===== config.mk =====
export PLATFORM = sky130hd
export DESIGN_NAME = sha_bus_initiator
export DESIGN_NICKNAME = d
export VERILOG_FILES = /design/src/rtl/sha_bus_initiator.sv
export SDC_FILE = /design/constraint.sdc
export NUM_CORES = 1
export LEC_CHECK = 0
export CORE_UTILIZATION = 40
export CTS_CLUSTER_SIZE = 8
export DETAILED_ROUTE_END_ITERATION = 6
export SLEW_MARGIN = 0
export SYNTH_ARGS = -nofsm -noshare
export SYNTH_HDL_FRONTEND = slang
export SYNTH_SLANG_ARGS = --single-unit

===== constraint.sdc =====
create_clock -name clk -period 37.5 [get_ports clk]
set_clock_uncertainty 0.2 [all_clocks]
set_input_delay 7.5 -clock clk [delete_from_list [all_inputs] [get_ports clk]]
set_output_delay 7.5 -clock clk [all_outputs]
set_load 0.02 [all_outputs]

===== src/rtl/sha_bus_initiator.sv =====
// Transaction-bus master for the SHA accelerator: streams a 32-byte message in, issues HASH,
// collects the 32-byte digest and consumes the completion ack.
module sha_bus_initiator #(
  parameter int unsigned HASH_HOLD = 4,
  parameter int unsigned TIMEOUT   = 1023
) (
  input  logic         clk,
  input  logic         rst,
  input  logic         start,
  input  logic [255:0] msg,
  output logic         busy,
  output logic         done,
  output logic         error,
  output logic [255:0] digest,
  output logic [7:0]   tx_data,
  output logic         tx_valid,
  input  logic         tx_ready,
  input  logic [7:0]   rx_data,
  input  logic         rx_valid,
  output logic         rx_ready,
  input  logic         ack_valid,
  input  logic [1:0]   ack_source_id,
  output logic         ack_ready,
  output logic [1:0]   opcode,
  output logic [1:0]   source_id,
  output logic [1:0]   dest_id,
  output logic         encdec,
  output logic [23:0]  addr
);

  localparam int unsigned HoldW = ($clog2(HASH_HOLD) > 3) ? $clog2(HASH_HOLD) : 3;
  localparam int unsigned TmrW  = (TIMEOUT > 0) ? $clog2(TIMEOUT + 1) : 1;

  localparam logic [1:0] OpLoad  = 2'b01;
  localparam logic [1:0] OpWrRes = 2'b10;
  localparam logic [1:0] OpHash  = 2'b11;
  localparam logic [1:0] IdMem   = 2'b00;
  localparam logic [1:0] IdSha   = 2'b01;

  typedef enum logic [2:0] {StIdle, StLoad, StHash, StRead, StAck} state_e;

  state_e             state_q, state_d;
  logic [255:0]       shadow_q, shadow_d;
  logic [255:0]       capture_q, capture_d;
  logic [255:0]       digest_q, digest_d;
  logic [5:0]         byte_cnt_q, byte_cnt_d;
  logic [HoldW-1:0]   hold_q, hold_d;
  logic [TmrW-1:0]    tmr_q, tmr_d;
  logic               done_q, done_d;
  logic               error_q, error_d;
  logic               timed_out;

  assign timed_out = (TIMEOUT != 0) && (tmr_q == TmrW'(TIMEOUT));

  always_ff @(posedge clk or posedge rst) begin
    if (rst) begin
      state_q    <= StIdle;
      shadow_q   <= '0;
      capture_q  <= '0;
      digest_q   <= '0;
      byte_cnt_q <= '0;
      hold_q     <= '0;
      tmr_q      <= '0;
      done_q     <= 1'b0;
      error_q    <= 1'b0;
    end else begin
      state_q    <= state_d;
      shadow_q   <= shadow_d;
      capture_q  <= capture_d;
      digest_q   <= digest_d;
      byte_cnt_q <= byte_cnt_d;
      hold_q     <= hold_d;
      tmr_q      <= tmr_d;
      done_q     <= done_d;
      error_q    <= error_d;
    end
  end

  always_comb begin
    state_d    = state_q;
    shadow_d   = shadow_q;
    capture_d  = capture_q;
    digest_d   = digest_q;
    byte_cnt_d = byte_cnt_q;
    hold_d     = hold_q;
    tmr_d      = tmr_q;
    done_d     = 1'b0;
    error_d    = 1'b0;
    unique case (state_q)
      StIdle: begin
        if (start) begin
          shadow_d   = msg;
          byte_cnt_d = '0;
          tmr_d      = '0;
          state_d    = StLoad;
        end
      end
      StLoad: begin
        tmr_d = tmr_q + TmrW'(1);
        if (timed_out) begin
          error_d = 1'b1;
          state_d = StIdle;
        end else if (tx_ready) begin
          // Shadow shifts left so the outgoing byte is always the top byte.
          shadow_d   = {shadow_q[247:0], 8'h00};
          byte_cnt_d = byte_cnt_q + 6'd1;
          tmr_d      = '0;
          if (byte_cnt_q == 6'd31) begin
            hold_d  = '0;
            state_d = StHash;
          end
        end
      end
      StHash: begin
        hold_d = hold_q + HoldW'(1);
        if (hold_q == HoldW'(HASH_HOLD - 1)) begin
          byte_cnt_d = '0;
          tmr_d      = '0;
          state_d    = StRead;
        end
      end
      StRead: begin
        tmr_d = tmr_q + TmrW'(1);
        if (timed_out) begin
          error_d = 1'b1;
          state_d = StIdle;
        end else if (rx_valid) begin
          capture_d  = {capture_q[247:0], rx_data};
          byte_cnt_d = byte_cnt_q + 6'd1;
          tmr_d      = '0;
          if (byte_cnt_q == 6'd31) state_d = StAck;
        end
      end
      StAck: begin
        tmr_d = tmr_q + TmrW'(1);
        if (timed_out) begin
          error_d = 1'b1;
          state_d = StIdle;
        end else if (ack_valid && ack_source_id == IdSha) begin
          digest_d = capture_q;
          done_d   = 1'b1;
          state_d  = StIdle;
        end
      end
      default: state_d = StIdle;
    endcase
  end

  // Bus outputs decode purely from registered state.
  always_comb begin
    opcode    = 2'b00;
    source_id = IdMem;
    dest_id   = IdMem;
    tx_valid  = 1'b0;
    tx_data   = 8'h00;
    rx_ready  = 1'b0;
    ack_ready = 1'b0;
    unique case (state_q)
      StLoad: begin
        opcode   = OpLoad;
        dest_id  = IdSha;
        tx_valid = 1'b1;
        tx_data  = shadow_q[255:248];
      end
      StHash: begin
        opcode  = OpHash;
        dest_id = IdSha;
      end
      StRead: begin
        opcode    = OpWrRes;
        source_id = IdSha;
        rx_ready  = 1'b1;
      end
      StAck:   ack_ready = 1'b1;
      default: ;
    endcase
  end

  assign busy   = (state_q != StIdle);
  assign done   = done_q;
  assign error  = error_q;
  assign digest = digest_q;
  assign encdec = 1'b0;
  assign addr   = 24'h000000;

endmodule


# Yosys cells after proc, flatten, opt, wreduce, memory -nomap -nowiden
# Cells that the tools add are included.
dict set report totals {
  reg_bits 792
  inputBits 272
  output_inout_bits 301
  word_cells 94
}
dict set report op_classes {
  add_sub_neg 3
  n_eq_ne 20
  mux 45
  n_bitwise 1
  reduce_logical 16
}
# operator count
set ops {}
lappend ops {{$mux W256} 3}
lappend ops {{$pmux W256 S2} 1}
lappend ops {{$mux W10} 6}
lappend ops {{$pmux W10 S5} 1}
lappend ops {{$mux W3} 13}
lappend ops {{$mux W6} 6}
lappend ops {{$pmux W6 S4} 1}
lappend ops {{$ne A3 B3 Y1 const B} 5}
lappend ops {{$pmux W3 S5} 1}
lappend ops {{$ne A2 B2 Y1 const B} 7}
lappend ops {{$reduce_and A7 Y1} 2}
lappend ops {{$add A10 B1 Y10 const B} 1}
lappend ops {{$eq A10 B10 Y1 const B} 1}
lappend ops {{$mux W1} 10}
lappend ops {{$eq A3 B2 Y1 const B} 3}
lappend ops {{$reduce_and A3 Y1} 3}
lappend ops {{$mux W8} 1}
lappend ops {{$reduce_and A4 Y1} 2}
lappend ops {{$add A6 B1 Y6 const B} 1}
lappend ops {{$eq A6 B5 Y1 const B} 1}
lappend ops {{$pmux W2 S3} 1}
lappend ops {{$pmux W3 S2} 1}
lappend ops {{$reduce_bool A5 Y1} 1}
lappend ops {{$reduce_bool A2 Y1} 2}
lappend ops {{11 further kinds} 11}

# Depth between registers and ports, before layout
# Gate-level depths: netlist of run 1.
dict set report depth {
  depth_word 5
  mapped_depth 8
  mapped_depth_nobuf 6
}

# Worst setup path before layout of run 1
# OpenSTA, ideal clock, no wires.
dict set report synth_path {
  path_type {register to output}
  from {register state_q[0]}
  to {output port tx_data[0]}
  arrival_time_ns 1.870
  t_required_ns 29.800
  path_slack_ns 27.930
  path_stages_with_launch 8
  n_path_buf 3
  path_cell_list {dfrtp_1 > buf_2 > nand2b_1 > or2_1 > clkinv_1 > clkbuf_1 > clkbuf_1 > and2_1}
}
dict set report synth_between {
  elab_chain_cells 2
}
# element line_no
set synth_rtl {}
lappend synth_rtl {{from (decl)} 42} ;# state_e state_q, state_d;
lappend synth_rtl {{from (signal assigned)} 57} ;# state_q <= StIdle;
lappend synth_rtl {{from (signal assigned)} 67} ;# state_q <= state_d;
lappend synth_rtl {{$eq A3 B1 Y1} 158} ;# unique case (state_q)
lappend synth_rtl {{$mux W8} 158}
lappend synth_rtl {{to (decl)} 15} ;# output logic [7:0] tx_data,
# Every way passes these cells.

# Final worst setup path of run 1
dict set report layout_path {
  from {register state_q[0]}
  to {output port tx_data[5]}
}
# The elaborated chain is that of the path after synthesis.

==> results.toml, run 1 <==
[run_status]
status = "completed"

[global_route]
antenna_found_initial = 23
grt_overflow_total = 0
grt_pass1_vias = 20571
grt_pass1_wl_mm = 127
grt_use_total_pct = 19.6
grt_max_degree = 199

[detailed_routing]
dr_total_vias = 18941
drt-pass1-iter-count = 4
routed_wl_mm = 81.9
drt_first_iter_violations = 713
ant_nets = 0
drc = 0
viasPerCell = 5.05
avgRoutedWirePerCell_um = 21.8

[synthesis]
postSynthCellCount = 2108
synth_area_leader_cell = "dfrtp_1"
synthArstFlopShare_pct = 100
syn-cell-area_um2 = 33200
synthFlopType = "dfrtp_1"
synth_common_cells = "dfrtp_1 (792), mux2_2 (792), mux2_1 (228)"
yosys_warnings = 0
synth_top_area_share_pct = 59.6
ys_seq_elements = 792
syn_avg_cell_area_um2 = 15.8
synth_area_leaders = "dfrtp_1 (60%), mux2_2 (27%), mux2_1 (7.7%)"
ys_seq_area_share_pct = 59.6
synth_edf_count = 0
ys_types = 48

[floorplan]
rows = 105
die_h_um = 290
dieArea_um2 = 84200
floorplan.initialDensity_pct = 40.5
die_w_um = 290
fp.coreArea_um2 = 82100
io_pins = 573

[clocking]
cts.clk_slew.worst_paths_ns = 0.05
cts_tree = "yes"
clk_latency_ns = 0.66
cts_resized = 0
htreeDepth = 3
clockBufferDepth = 3
cts_hold_buffers = 0
cts_sinks = 792
cts_setup_buffers = 0
cts_root_buf = "clkbuf_16"
cts-buffers-inserted = 109

[timing]
fmax_mhz = 86.2
setup_tns_ns = 0
rsz0062_at_grt = "no"
period_share_pct = 30.9
setup_viol = 0
whs_ns = 0.282
hold_viol = 0
fin_crit_ns = 11.60
maxSlewViolCount = 0
maxSlewHeadroom_pct = 19.3
finalWorstSetupSlack_ns = 25.90
worst_slew_pin_slew_ns = 1.21

[power]
p_leak_nw = 19.4
peakVddDrop_mv = 0.0576
finalPower_mw = 2.88
powerDensity_nw_per_um2 = 68.2

[placed_design]
io_buffer_count = 545
gp_congestion = 0.808
dp_cells = 3619
post-place-ws_ns = 26.51
hpwl_mm = 56.5
postPlaceCellArea_um2 = 39300

[setup_path]
cp-end-kind = "primary output"
crit_fanout = 74
worst-setup-path-type = "reg2out"
worst_ep_arrival_time_ns = 3.90
cp_data_required_time_ns = 29.80
r2r_slack_ns = 32.65
worst_setup_path_start_kind = "flip-flop"

[run]
maxCapViolCount = 0

[final_layout]
fin_util_pct = 51.4
drive_gt1_share_pct = 35.2
syn_to_final_growth_pct = 27.1
final_area_um2 = 42200
finalNonFillerCells = 3754
fin_nets = 2936

[hold_path]
hp-class = "reg2reg"
flip-flops by register name (all words and copies together), names as in the netlist:
| signal | cells |
|---|---|
| byte_cnt_q | 6 |
| capture_q | 256 |
| digest | 256 |
| done | 1 |
| error | 1 |
| hold_q | 3 |
| shadow_q | 256 |
| state_q | 3 |
| tmr_q | 10 |
final cells by class:
type / count / area, µm²
inverter: 10 / 47.5
clock buffer: 110 / 2730
multi-input combinational: 1184 / 12500
fill: 6889 / 39900
antenna: 16 / 40.0
timing repair buffer: 563 / 5640
sequential: 792 / 19800
tap: 1070 / 1340
clock inverter: 9 / 168
cells in the final DEF, fill, tap and decap left out, types with 4 or more instances in the layout:
cell             count
mux2_2             792
dfrtp_1            792
clkdlybuf4s50_1    545
mux2_1             228
clkbuf_16          109
nand2_1             27
conb_1              27
diode_2             16
buf_4               14
nor2b_1             11
and2_1              10
a21oi_1              9
nand3_1              8
nor2_1               8
inv_1                7
nor3_1               6
nand2b_1             5
mux2i_1              4
o21ai_0              4
ha_1                 4
buf_12               4
cell families after synthesis:
| logic type | after synthesis | share of synthesized area [%] |
|---|---|---|
| fa+ha+maj | 4 | 0.151 |
| buf+inv | 158 | 3.23 |
| mux | 1024 | 34.7 |
| other cells | 1 | 0.0113 |
| simple gates | 96 | 1.55 |
| flops | 792 | 59.6 |
| xor+xnor | 1 | 0.0264 |
| compound gates | 32 | 0.712 |
path summary, 6_finish.rpt:
| path | startpoint | to | depth (start not counted) |
|---|---|---|---|
| max | state_q[0] | tx_data[5] | 5 |
| max in group asynchronous | rst | capture_q[169] | 4 |
| min in group asynchronous | rst | shadow_q[65] | 2 |
| min | shadow_q[102] | shadow_q[102] | 1 |
| min reg2reg | shadow_q[102] | shadow_q[102] | 1 |
| max reg2reg | state_q[0] | shadow_q[248] | 7 |
worst max-delay path, stage by stage, from the launching register on:
cell and delay (ns):
dfrtp_1 0.61, nand2b_1 0.31, or2_4 0.89, inv_4 0.49, and2_1 0.34, clkdlybuf4s50_1 0.54
layer usage:
metal  routed length, µm  GRT usage [%]
met5                  79              0
met4                2060           6.60
met1               34400           24.7
met3                5450           5.80
met2               39900           32.1
power breakdown:
part	total (mW)	internal [mW]	switching [mW]	leakage [nW]
Clock	0.865	0.516	0.348	1.42
Sequential	1.18	1.06	0.123	10.4
Combinational	0.834	0.465	0.369	7.59
No activity file was read; power rests on OpenSTA's default activity.
==> run 2, diff against run 1 <==
==> constraint.sdc (replaced) <==
create_clock -name clk -period 11.5 [get_ports clk]
set_clock_uncertainty 0.2 [all_clocks]
set_input_delay 2.3 -clock clk [delete_from_list [all_inputs] [get_ports clk]]
set_output_delay 2.3 -clock clk [all_outputs]
set_load 0.02 [all_outputs]
==> run 2 against run 1 <==
  * Combinational power grew to 3.3 times the previous value
  * Global-route usage is 0.26 points lower
  * Die area did not move
  * Largest power group unchanged
  * Final cell count hardly changed
  * Critical path depth unchanged
  * Register-to-register slack got worse by 26 ns
  * Count of clock-buffer cells in the layout down 2
  * Sequential power grew to 3.3 times the previous value
  * Routed wire length shrank 0.74%
==> results.toml, run 2 (synthesis gave the netlist of run 1 again) <==
[clocking]
clockBufferDepth = 3
cts_sinks = 792
cts_resized = 0
htreeDepth = 3
cts_tree = "yes"
cts_root_buf = "clkbuf_16"
cts_hold_buffers = 0
cts-buffers-inserted = 108
cts.clk_slew.worst_paths_ns = 0.05
clk_latency_ns = 0.68
cts_setup_buffers = 0

[floorplan]
io_pins = 573
rows = 105
die_h_um = 290
dieArea_um2 = 84200
die_w_um = 290
fp.coreArea_um2 = 82100
floorplan.initialDensity_pct = 40.5

[final_layout]
fin_util_pct = 51.5
drive_gt1_share_pct = 35.2
final_area_um2 = 42300
syn_to_final_growth_pct = 27.2
layout_common_cells = "mux2_2 (792), dfrtp_1 (792), clkdlybuf4s50_1 (545)"
fin_nets = 2940

[power]
p_leak_nw = 19.4
power.share.clock_pct = 30.0
peakVddDrop_mv = 0.142
p_switching_mw = 2.76
powerDensity_nw_per_um2 = 222
finalPower_mw = 9.40
power.internal_mw = 6.64
p_sw_share_pct = 29.4
power_frac_seq_pct = 41.1
pwr-share-comb_pct = 29.0

[timing]
maxSlewViolCount = 0
period_share_pct = 50.1
worst_slew_pin_slew_ns = 1.14
fmax_mhz = 174
rsz0062_at_grt = "no"
fin_crit_ns = 5.76
hold_viol = 0
setup_viol = 0
finalWorstSetupSlack_ns = 5.74
maxSlewHeadroom_pct = 24.3
setup_tns_ns = 0

[placed_design]
io_buffer_count = 545
post-place-ws_ns = 5.59
postPlaceCellArea_um2 = 39300
hpwl_mm = 56.1
gp_congestion = 0.803

[detailed_routing]
drc = 0
avgRoutedWirePerCell_um = 21.7
routed_wl_mm = 81.3
ant_nets = 0
viasPerCell = 5.06
drt_first_iter_violations = 696
dr_total_vias = 18968
drt-pass1-iter-count = 4

[setup_path]
crit_family = "buffers and inverters"
worst-setup-path-type = "reg2out"
cp_data_required_time_ns = 9.00
slowest_stage = "dfrtp_1"
crit_fanout = 40
cp_num_buf_inv = 2
worst_ep_arrival_time_ns = 3.26
slowest_delay_ns = 0.76
worst_setup_path_start_kind = "flip-flop"
crit_chain = "nand2b_1 -> or2_4 -> inv_4 -> and2_1 -> clkdlybuf4s50_1"
cp-end-kind = "primary output"

[global_route]
grt_use_total_pct = 19.3
grt_overflow_total = 0
grt_pass1_wl_mm = 126
antenna_found_initial = 17
grt_pass1_vias = 20663
grt_max_degree = 173

[run_status]
status = "completed"

[hold_path]
hp-class = "reg2reg"

[run]
maxCapViolCount = 0
==> run 2: changes by cell type in the layout (fill, tap and decap cells not counted), moves of 2 or more <==
cell,change
buf_4,+5
inv_6,-3
clkinv_16,+2
inv_16,+2
diode_2,-4
==> run 2: worst paths after layout <==
path / slack [ns] / from / cells after the start / endpoint
hold / removal: 0.28 / shadow_q[49] / 1 / shadow_q[49]
hold reg to reg: 0.28 / shadow_q[49] / 1 / shadow_q[49]
max in group asynchronous: 6.88 / rst / 5 / digest[222]
setup reg to reg: 6.92 / tmr_q[0] / 8 / shadow_q[251]
min in group asynchronous: 2.00 / rst / 3 / capture_q[57]
setup / recovery: 5.74 / state_q[0] / 5 / tx_data[4]
==> run 2: area by class of cell <==
| type | count | area (µm²) |
|---|---|---|
| repair buffers | 568 | 5680 |
| inverters | 10 | 43.8 |
| clock inverters | 7 | 190 |
| fillers | 6810 | 39800 |
| diodes | 12 | 30.0 |
| multi-input cells | 1184 | 12500 |
| flip-flops and latches | 792 | 19800 |
| clock buffers | 108 | 2700 |
| well taps | 1070 | 1340 |
==> run 2: power groups by stage <==
stage	clock network, mW	registers (mW)	logic, mW
2_1_floorplan	0	3.80	2.20
3_3_place_gp	0	3.88	2.68
3_5_place_dp	0	3.91	2.76
4_1_cts	2.92	3.87	2.77
5_1_grt	3.03	3.95	2.96
6_report	2.82	3.86	2.72
==> run 2: routing by layer <==
metal / routed length, µm / GRT usage [%] / up-vias
met3: 5730 / 6.19 / 156
met5: 71 / 0 / -
li1: - / - / 8546
met2: 39300 / 31.9 / 481
met1: 33700 / 23.6 / 9773
met4: 2520 / 7.12 / 12
==> run 2: per-stage QoR <==
stage	hold WS [ns]	instances
final	0.280	3751
after global routing	0.292	3748
after CTS	0.287	3739
after detailed placement	0.275	3624
after global placement	0.267	3624
after floorplan	0.256	2134
==> run 3, diff against run 2 <==
==> constraint.sdc (replaced) <==
create_clock -name clk -period 5.6 [get_ports clk]
set_clock_uncertainty 0.2 [all_clocks]
set_input_delay 1.12 -clock clk [delete_from_list [all_inputs] [get_ports clk]]
set_output_delay 1.12 -clock clk [all_outputs]
set_load 0.02 [all_outputs]
==> run 3 against run 2 <==
  * Combinational power increased by 110%
  * Core utilization increased by 0.45 points
  * Register-to-register slack got worse by 4.8 ns
  * Routed wire length increased by 0.85%
  * Sequential power increased by 110%
  * Die area unchanged
  * Hold slack improved by 0.0011 ns
  * Count of clock-buffer cells in the layout increased by 9
  * Critical path type unchanged
  * Largest cell class unchanged
==> results.toml, run 3 (synthesis gave the netlist of run 1 again) <==
[timing]
whs_ns = 0.281
maxSlewViolCount = 0
fmax_mhz = 224
finalWorstSetupSlack_ns = 1.13
fin_crit_ns = 4.47
rsz0062_at_grt = "no"
hold_viol = 0
period_share_pct = 79.7
maxSlewHeadroom_pct = 32.1
worst_slew_pin_slew_ns = 1.01
setup_viol = 0

[clocking]
cts_setup_buffers = 0
cts_resized = 0
clockBufferDepth = 3
clk_latency_ns = 0.66
cts.clk_slew.worst_paths_ns = 0.05
cts-buffers-inserted = 110
cts_tree = "yes"
cts_sinks = 792
cts_root_buf = "clkbuf_16"
htreeDepth = 3
cts_hold_buffers = 0

[placed_design]
io_buffer_count = 545
post-place-ws_ns = 1.77
hpwl_mm = 57.3
gp_congestion = 0.804
postPlaceCellArea_um2 = 39600

[floorplan]
fp.coreArea_um2 = 82100
die_w_um = 290
floorplan.initialDensity_pct = 40.5
die_h_um = 290
dieArea_um2 = 84200
io_pins = 573
rows = 105

[global_route]
grt_pass1_vias = 20699
grt_overflow_total = 0
grt_max_degree = 155
antenna_found_initial = 21
grt_pass1_wl_mm = 127
grt_use_total_pct = 19.5

[setup_path]
cp_data_required_time_ns = 4.28
worst_ep_arrival_time_ns = 3.15
crit_chain = "nand2b_1 -> or2_4 -> inv_4 -> and2_1 -> clkdlybuf4s50_1"
r2r_start = "tmr_q[0]"
worst_setup_path_start_kind = "flip-flop"
rr_endpoint = "shadow_q[112]"
crit_fanout = 36
slowest_stage = "dfrtp_1"
r2r_slack_ns = 2.16
worst-setup-path-type = "reg2out"
cp-end-kind = "primary output"
slowest_delay_ns = 0.72
r2r_cells = 7

[power]
power.share.clock_pct = 30.1
powerDensity_nw_per_um2 = 457
power_frac_seq_pct = 40.7
pwr-share-comb_pct = 29.1
p_switching_mw = 5.70
p_sw_share_pct = 29.2
peakVddDrop_mv = 0.618
finalPower_mw = 19.5
p_leak_nw = 19.6
power.internal_mw = 13.8

[hold_path]
worstHoldEndpoint = "shadow_q[53]"
min-delay-start = "shadow_q[53]"
hp-class = "reg2reg"
hold_depth = 1

[final_layout]
syn_to_final_growth_pct = 28.3
final_area_um2 = 42600
layout_common_cells = "mux2_2 (792), dfrtp_1 (792), clkdlybuf4s50_1 (545)"
drive_gt1_share_pct = 35.6
fin_nets = 2954
fin_util_pct = 51.9

[detailed_routing]
ant_nets = 0
drt_first_iter_violations = 681
dr_total_vias = 19030
avgRoutedWirePerCell_um = 21.7
drt-pass1-iter-count = 4
drc = 0
viasPerCell = 5.04
routed_wl_mm = 82.0

[run]
maxCapViolCount = 0

[run_status]
status = "completed"
==> run 3: worst max-delay path, delay by kind of cell, from the launching register on <==
family | cells | cell delay [ns]
buf+inv | 2 | 0.98
simple gates | 3 | 0.76
flops | 1 | 0.72
==> run 3: final cells by class <==
type                       count  area [µm²]
fill                        6853       39500
sequential                   792       19800
multi-input combinational   1184       12500
timing repair buffer         580        5960
clock buffer                 117        2810
tap                         1070        1340
clock inverter                 8         164
antenna                       18        45.0
inverter                      10        43.8
==> run 3: power groups by stage <==
stage          Combinational, mW  Sequential [mW]  Clock (mW)
2_1_floorplan               4.52             7.80           0
3_3_place_gp                5.60             7.98           0
3_5_place_dp                5.75             8.05           0
4_1_cts                     5.78             7.96        6.10
5_1_grt                     6.18             8.12        6.32
6_report                    5.68             7.94        5.88
==> run 3: per-stage QoR <==
| step | setup TNS [ns] | cells |
|---|---|---|
| 2_1_floorplan | -5218.35 | 2134 |
| 3_3_place_gp | 0 | 3636 |
| 3_5_place_dp | 0 | 3636 |
| 4_1_cts | 0 | 3761 |
| 5_1_grt | 0 | 3773 |
| 6_report | 0 | 3779 |
==> run 3: how the worst max path moves through the flow <==
| stage | to | slack [ns] | from | cells past startpoint |
|---|---|---|---|---|
| after floorplan | byte_cnt_q[0] | -6.59 | rst | 1 |
| after global placement | tx_data[7] | 1.87 | state_q[0] | 5 |
| after detailed placement | tx_data[7] | 1.77 | state_q[0] | 5 |
| after CTS | tx_data[7] | 1.08 | state_q[0] | 5 |
| after global routing | tx_data[1] | 0.91 | state_q[0] | 5 |
| final | tx_data[7] | 1.13 | state_q[0] | 5 |
==> run 3: metal layers <==
layer / routed length [µm] / GRT usage (%) / vias up
met4: 2170 / 6.84 / 14
met5: 80 / 0 / -
met1: 34000 / 24.2 / 9816
met2: 39900 / 32.0 / 463
li1: - / - / 8598
met3: 5800 / 6.25 / 139
